File: src/rtl/pc_sequencer.sv
// Program counter sequencer: issues per-cycle PCL/PCH load, hold, increment and
// decrement controls for INC, BRANCH, JUMP and VECTOR operations. It also adds
// the page-fix cycle when a branch crosses into another page.
module pc_sequencer #(
    parameter logic [7:0] VEC_PAGE = 8'hFF,
    parameter logic [7:0] NMI_LO   = 8'hFA,
    parameter logic [7:0] RST_LO   = 8'hFC,
    parameter logic [7:0] IRQ_LO   = 8'hFE
) (
    input  logic       clk,
    input  logic       rst,
    input  logic       cmd_valid,
    input  logic [2:0] cmd_op,
    input  logic       branch_taken,
    input  logic       offset_neg,
    input  logic [1:0] vec_id,
    input  logic       pclc,
    output logic       cmd_ready,
    output logic       done,
    output logic       pcl_pcl,
    output logic       adl_pcl,
    output logic       pcl_inc,
    output logic       pch_pch,
    output logic       adh_pch,
    output logic       pch_inc,
    output logic       pch_dec,
    output logic       vec_en,
    output logic [7:0] vec_adl,
    output logic [7:0] vec_adh
);

    typedef enum logic [3:0] {
        StIdle,
        StInc,
        StBrAdd,
        StBrFix,
        StJmpLo,
        StJmpHi,
        StVecLo,
        StVecHi,
        StNop
    } state_e;

    state_e     state_q, state_d;
    logic       neg_q, neg_d;
    logic [1:0] vec_id_q, vec_id_d;
    logic [7:0] vec_base;

    // Low byte of the selected vector; id 3 aliases to IRQ.
    always_comb begin
        unique case (vec_id_q)
            2'd0:    vec_base = NMI_LO;
            2'd1:    vec_base = RST_LO;
            default: vec_base = IRQ_LO;
        endcase
    end

    // State register and operand capture, cleared by synchronous reset.
    always_ff @(posedge clk) begin
        if (rst) begin
            state_q  <= StIdle;
            neg_q    <= 1'b0;
            vec_id_q <= 2'd0;
        end else begin
            state_q  <= state_d;
            neg_q    <= neg_d;
            vec_id_q <= vec_id_d;
        end
    end

    // Next-state and output decode; every output is forced to 0 during reset.
    always_comb begin
        state_d   = state_q;
        neg_d     = neg_q;
        vec_id_d  = vec_id_q;
        cmd_ready = 1'b0;
        done      = 1'b0;
        adl_pcl   = 1'b0;
        pcl_inc   = 1'b0;
        adh_pch   = 1'b0;
        pch_inc   = 1'b0;
        pch_dec   = 1'b0;
        vec_en    = 1'b0;
        vec_adl   = 8'h00;
        vec_adh   = 8'h00;
        pcl_pcl   = 1'b0;
        pch_pch   = 1'b0;

        if (!rst) begin
            unique case (state_q)
                StIdle: begin
                    cmd_ready = 1'b1;
                    if (cmd_valid) begin
                        neg_d    = offset_neg;
                        vec_id_d = vec_id;
                        unique case (cmd_op)
                            3'd0:    state_d = StInc;
                            3'd1:    state_d = branch_taken ? StBrAdd : StNop;
                            3'd2:    state_d = StJmpLo;
                            3'd3:    state_d = StVecLo;
                            default: state_d = StNop;
                        endcase
                    end
                end
                StInc: begin
                    pcl_inc = 1'b1;
                    pch_inc = pclc;
                    done    = 1'b1;
                    state_d = StIdle;
                end
                StBrAdd: begin
                    adl_pcl = 1'b1;
                    // Carry without a negative offset, or no borrow-cancel with one,
                    // means the target lies in the adjacent page.
                    if (pclc ^ neg_q) begin
                        state_d = StBrFix;
                    end else begin
                        done    = 1'b1;
                        state_d = StIdle;
                    end
                end
                StBrFix: begin
                    pch_inc = ~neg_q;
                    pch_dec = neg_q;
                    done    = 1'b1;
                    state_d = StIdle;
                end
                StJmpLo: begin
                    adl_pcl = 1'b1;
                    state_d = StJmpHi;
                end
                StJmpHi: begin
                    adh_pch = 1'b1;
                    done    = 1'b1;
                    state_d = StIdle;
                end
                StVecLo: begin
                    vec_en  = 1'b1;
                    vec_adh = VEC_PAGE;
                    vec_adl = vec_base;
                    adl_pcl = 1'b1;
                    state_d = StVecHi;
                end
                StVecHi: begin
                    vec_en  = 1'b1;
                    vec_adh = VEC_PAGE;
                    vec_adl = vec_base + 8'd1;
                    adh_pch = 1'b1;
                    done    = 1'b1;
                    state_d = StIdle;
                end
                StNop: begin
                    done    = 1'b1;
                    state_d = StIdle;
                end
                default: state_d = StIdle;
            endcase
            pcl_pcl = ~adl_pcl;
            pch_pch = ~(adh_pch | pch_inc | pch_dec);
        end
    end

endmodule

File: config.mk
export PLATFORM = sky130hd
export DESIGN_NAME = pc_sequencer
export DESIGN_NICKNAME = d
export VERILOG_FILES = /design/src/rtl/pc_sequencer.sv
export SDC_FILE = /design/constraint.sdc
export NUM_CORES = 1
export LEC_CHECK = 0
export CORE_MARGIN = 2
export CORE_UTILIZATION = 39
export CTS_BUF_LIST = sky130_fd_sc_hd__clkbuf_2 sky130_fd_sc_hd__clkbuf_4 sky130_fd_sc_hd__clkbuf_8
export CTS_CLUSTER_SIZE = 20
export DETAILED_ROUTE_END_ITERATION = 7
export PLACE_DENSITY = 0.85
export SYNTH_ARGS = -nofsm -noshare
export SYNTH_HDL_FRONTEND = slang
export SYNTH_SLANG_ARGS = --single-unit
File: constraint.sdc
create_clock -name clk -period 3.7 [get_ports clk]
set_input_delay 0.37 -clock clk [delete_from_list [all_inputs] [get_ports clk]]
set_output_delay 0.37 -clock clk [all_outputs]
set_load 0.1 [all_outputs]
==> run summary <==
CP delay by family, top: buffers and inverters
Worst-path cell chain: clkdlybuf4s50_1 -> nor4bb_4 -> a21boi_0 -> buf_4
RSZ-0062 raised after global routing: no
Hold buffer count at cts: 0
DR vias: 612
Maximum VDD drop: 0.000223 V
Synth Area per Inst: 7.38 µm²
Synth warnings: 0
Final Slew Violations: 0
Num Clock Sinks: 7
Power Total: 0.248 mW
Crit Path Class: in -> out
Routed vias/inst: 5.37
Nets@finish: 111
Clock buffer count from CTS: 3
Worst Setup Start Kind: primary input
Min-delay worst type: reg -> reg
Per-cell routed wire length: 12.1 µm
Initial antenna violation count: 0
Status: finished clean
Starting Density: 43.2%
First-pass GRT wire length: 2180 µm
Mapped Nets: 89
Crit Path Max Fanout: 17
Final setup vio count: 0
Core Rows: 13
Sequential area share after synthesis: 24.3%
Bufs on Longest Clock Path: 2
Synth top area cells: dfxtp_1, buf_4, a21oi_1
Leak Pwr: 0.357 nW
Worst-margin pin slew: 0.702 ns
WL final: 1380 µm
Max Clk Rate: 365 MHz
N_diodes: 0
Slowest-stage cell, CP: nor4bb_4
Syn Std Cell Area: 576 µm²
Cell variety after synth: 29
Share of layout cells above drive strength 1: 35.4%
Setup TNS: 0 ns
First-pass DRT Iterations: 3
Die width: 42.4 µm
Root Driver: clkbuf_4
Final Wtd Congestion: 0.704
GRT overflow: 0
Largest net degree at the start of global routing: 18
DR DRC count: 0
Number of primary I/O pins: 37
Core area: 1330 µm²
H-Tree Level Count: 1
PortBufs: 36
CTS tree: done
Final Hold Fails: 0
Worst Skew: 0.00634 ns
Global-route usage over all layers: 15.7%
CP endpoint kind: output port
CTS resizes: 0
Syn-to-layout area delta: 41.3%
CP max stage delay: 0.75 ns
Hpwl dp: 1080 µm
Routed Antenna Nets: 0
Max Cap Viol: 0
Vias in the first global route: 534
Min Tclk post-route: 2.74 ns
Pwr per Cell Area: 305 nW/µm²
Worst Path Arrival: 2.37 ns
Largest area contributor in the netlist: dfxtp_1
Number of synthesized register bits: 7
CP required: 3.33 ns
Clk_lat worst skew: 0.26 ns
Clock transition at the registers of the reported paths: 0.06 ns
Max_slew headroom: 53.1%
1st-iter DRT viols: 8
Hold_ws: 0.497 ns
Number of post-CTS setup repair buffers: 0
Post-Syn Instances: 78
Final period util: 74.0%
Area of the die: 1800 µm²
Share of the synthesized area in the top cell type: 24.3%
Worst path bufs/invs: 2
Die Height: 42.4 µm
sequential cells by signal, summed over array words and instances (netlist names):
signal	cells
vec_id_q	2
state_q	4
neg_q	1
cell usage in the layout (no fill, tap or decap), types with 2 or more instances in the layout:
master and instances:
buf_4 26, nor2_1 11, clkdlybuf4s50_1 10, a21oi_1 9, dfxtp_1 6, clkbuf_4 4, inv_1 3, nand3_1 3
o21ai_0 3, or4b_2 2, or4_1 2, nor4_1 2
synth_stat cells:
master / n
buf_4: 13
nor2_1: 11
a21oi_1: 9
dfxtp_1: 7
clkbuf_1: 4
inv_1: 3
nand3_1: 3
nor4_1: 3
o21ai_0: 3
or4_1: 2
or4b_2: 2
a2111o_1: 1
a21boi_0: 1
and2_1: 1
and3b_1: 1
buf_2: 1
buf_6: 1
mux2i_1: 1
nand2_1: 1
nor2b_1: 1
nor3_1: 1
nor3b_1: 1
nor4b_1: 1
nor4bb_1: 1
o211ai_1: 1
o21a_1: 1
or3_1: 1
or4b_1: 1
xor2_1: 1
where the power goes:
part           leakage [nW]  switching [mW]  internal [mW]
clock network        0.0184          0.0303         0.0486
logic                 0.281          0.0544         0.0266
registers            0.0577         0.00796         0.0800
final timing paths:
| check | startpoint | end | slack [ns] | cells after the start |
|---|---|---|---|---|
| worst max register to register | state_q[3]$_SDFFE_PP0P_ | state_q[1]$_SDFFE_PP0P_ | 1.85 | 3 |
| worst min register to register | vec_id_q[1]$_SDFFE_PP0P_ | vec_id_q[1]$_SDFFE_PP0P_ | 0.50 | 2 |
| worst max-delay path | rst | vec_adl[1] | 0.96 | 4 |
| worst min-delay path | vec_id_q[1]$_SDFFE_PP0P_ | vec_id_q[1]$_SDFFE_PP0P_ | 0.50 | 2 |
cell type report:
| cell class | instances | area (µm²) |
|---|---|---|
| Inverter | 3 | 11.3 |
| Fill cell | 141 | 520 |
| Clock buffer | 4 | 30.0 |
| Tap cell | 15 | 18.8 |
| Timing Repair Buffer | 36 | 295 |
| Multi-Input combinational cell | 49 | 317 |
| Sequential cell | 7 | 141 |
stage by stage:
stage | area (µm²) | cells | util [%] | setup slack (ns)
5_1_grt | 813 | 114 | 61.0 | 0.718
6_report | 813 | 114 | 61.0 | 0.962
2_1_floorplan | 622 | 78 | - | -0.898
4_1_cts | 813 | 114 | 61.0 | 0.907
3_3_place_gp | 783 | 110 | 58.7 | 1.04
3_5_place_dp | 783 | 110 | 58.7 | 0.920
cells by family (layout without fill, tap and decap cells):
| logic type | Yosys count | after routing | share of synthesized area (%) |
|---|---|---|---|
| muxes | 1 | 1 | 1.74 |
| xor gates and xnor gates | 1 | 1 | 1.52 |
| DFF | 7 | 7 | 24.3 |
| and+or+nand+nor | 31 | 31 | 31.7 |
| buffers and inverters | 22 | 43 | 24.3 |
| AOI/OAI and AO/OA | 16 | 16 | 16.3 |
per-layer routing:
layer  track usage, %  vias to the layer above  part of all wire (%)
met4             3.75                        0                   1.4
met1             16.8                      280                    39
met2             27.7                       26                    50
met3             7.33                        4                   8.7
li1                 -                      302                     -
met5                0                        -                     0
worst min-delay path, delay by kind of cell, from the launching register on:
family	cells	cell delay, ns
compound gates	2	0.13
flops	1	0.32
Note: power is estimated with default switching activity, not from simulation.
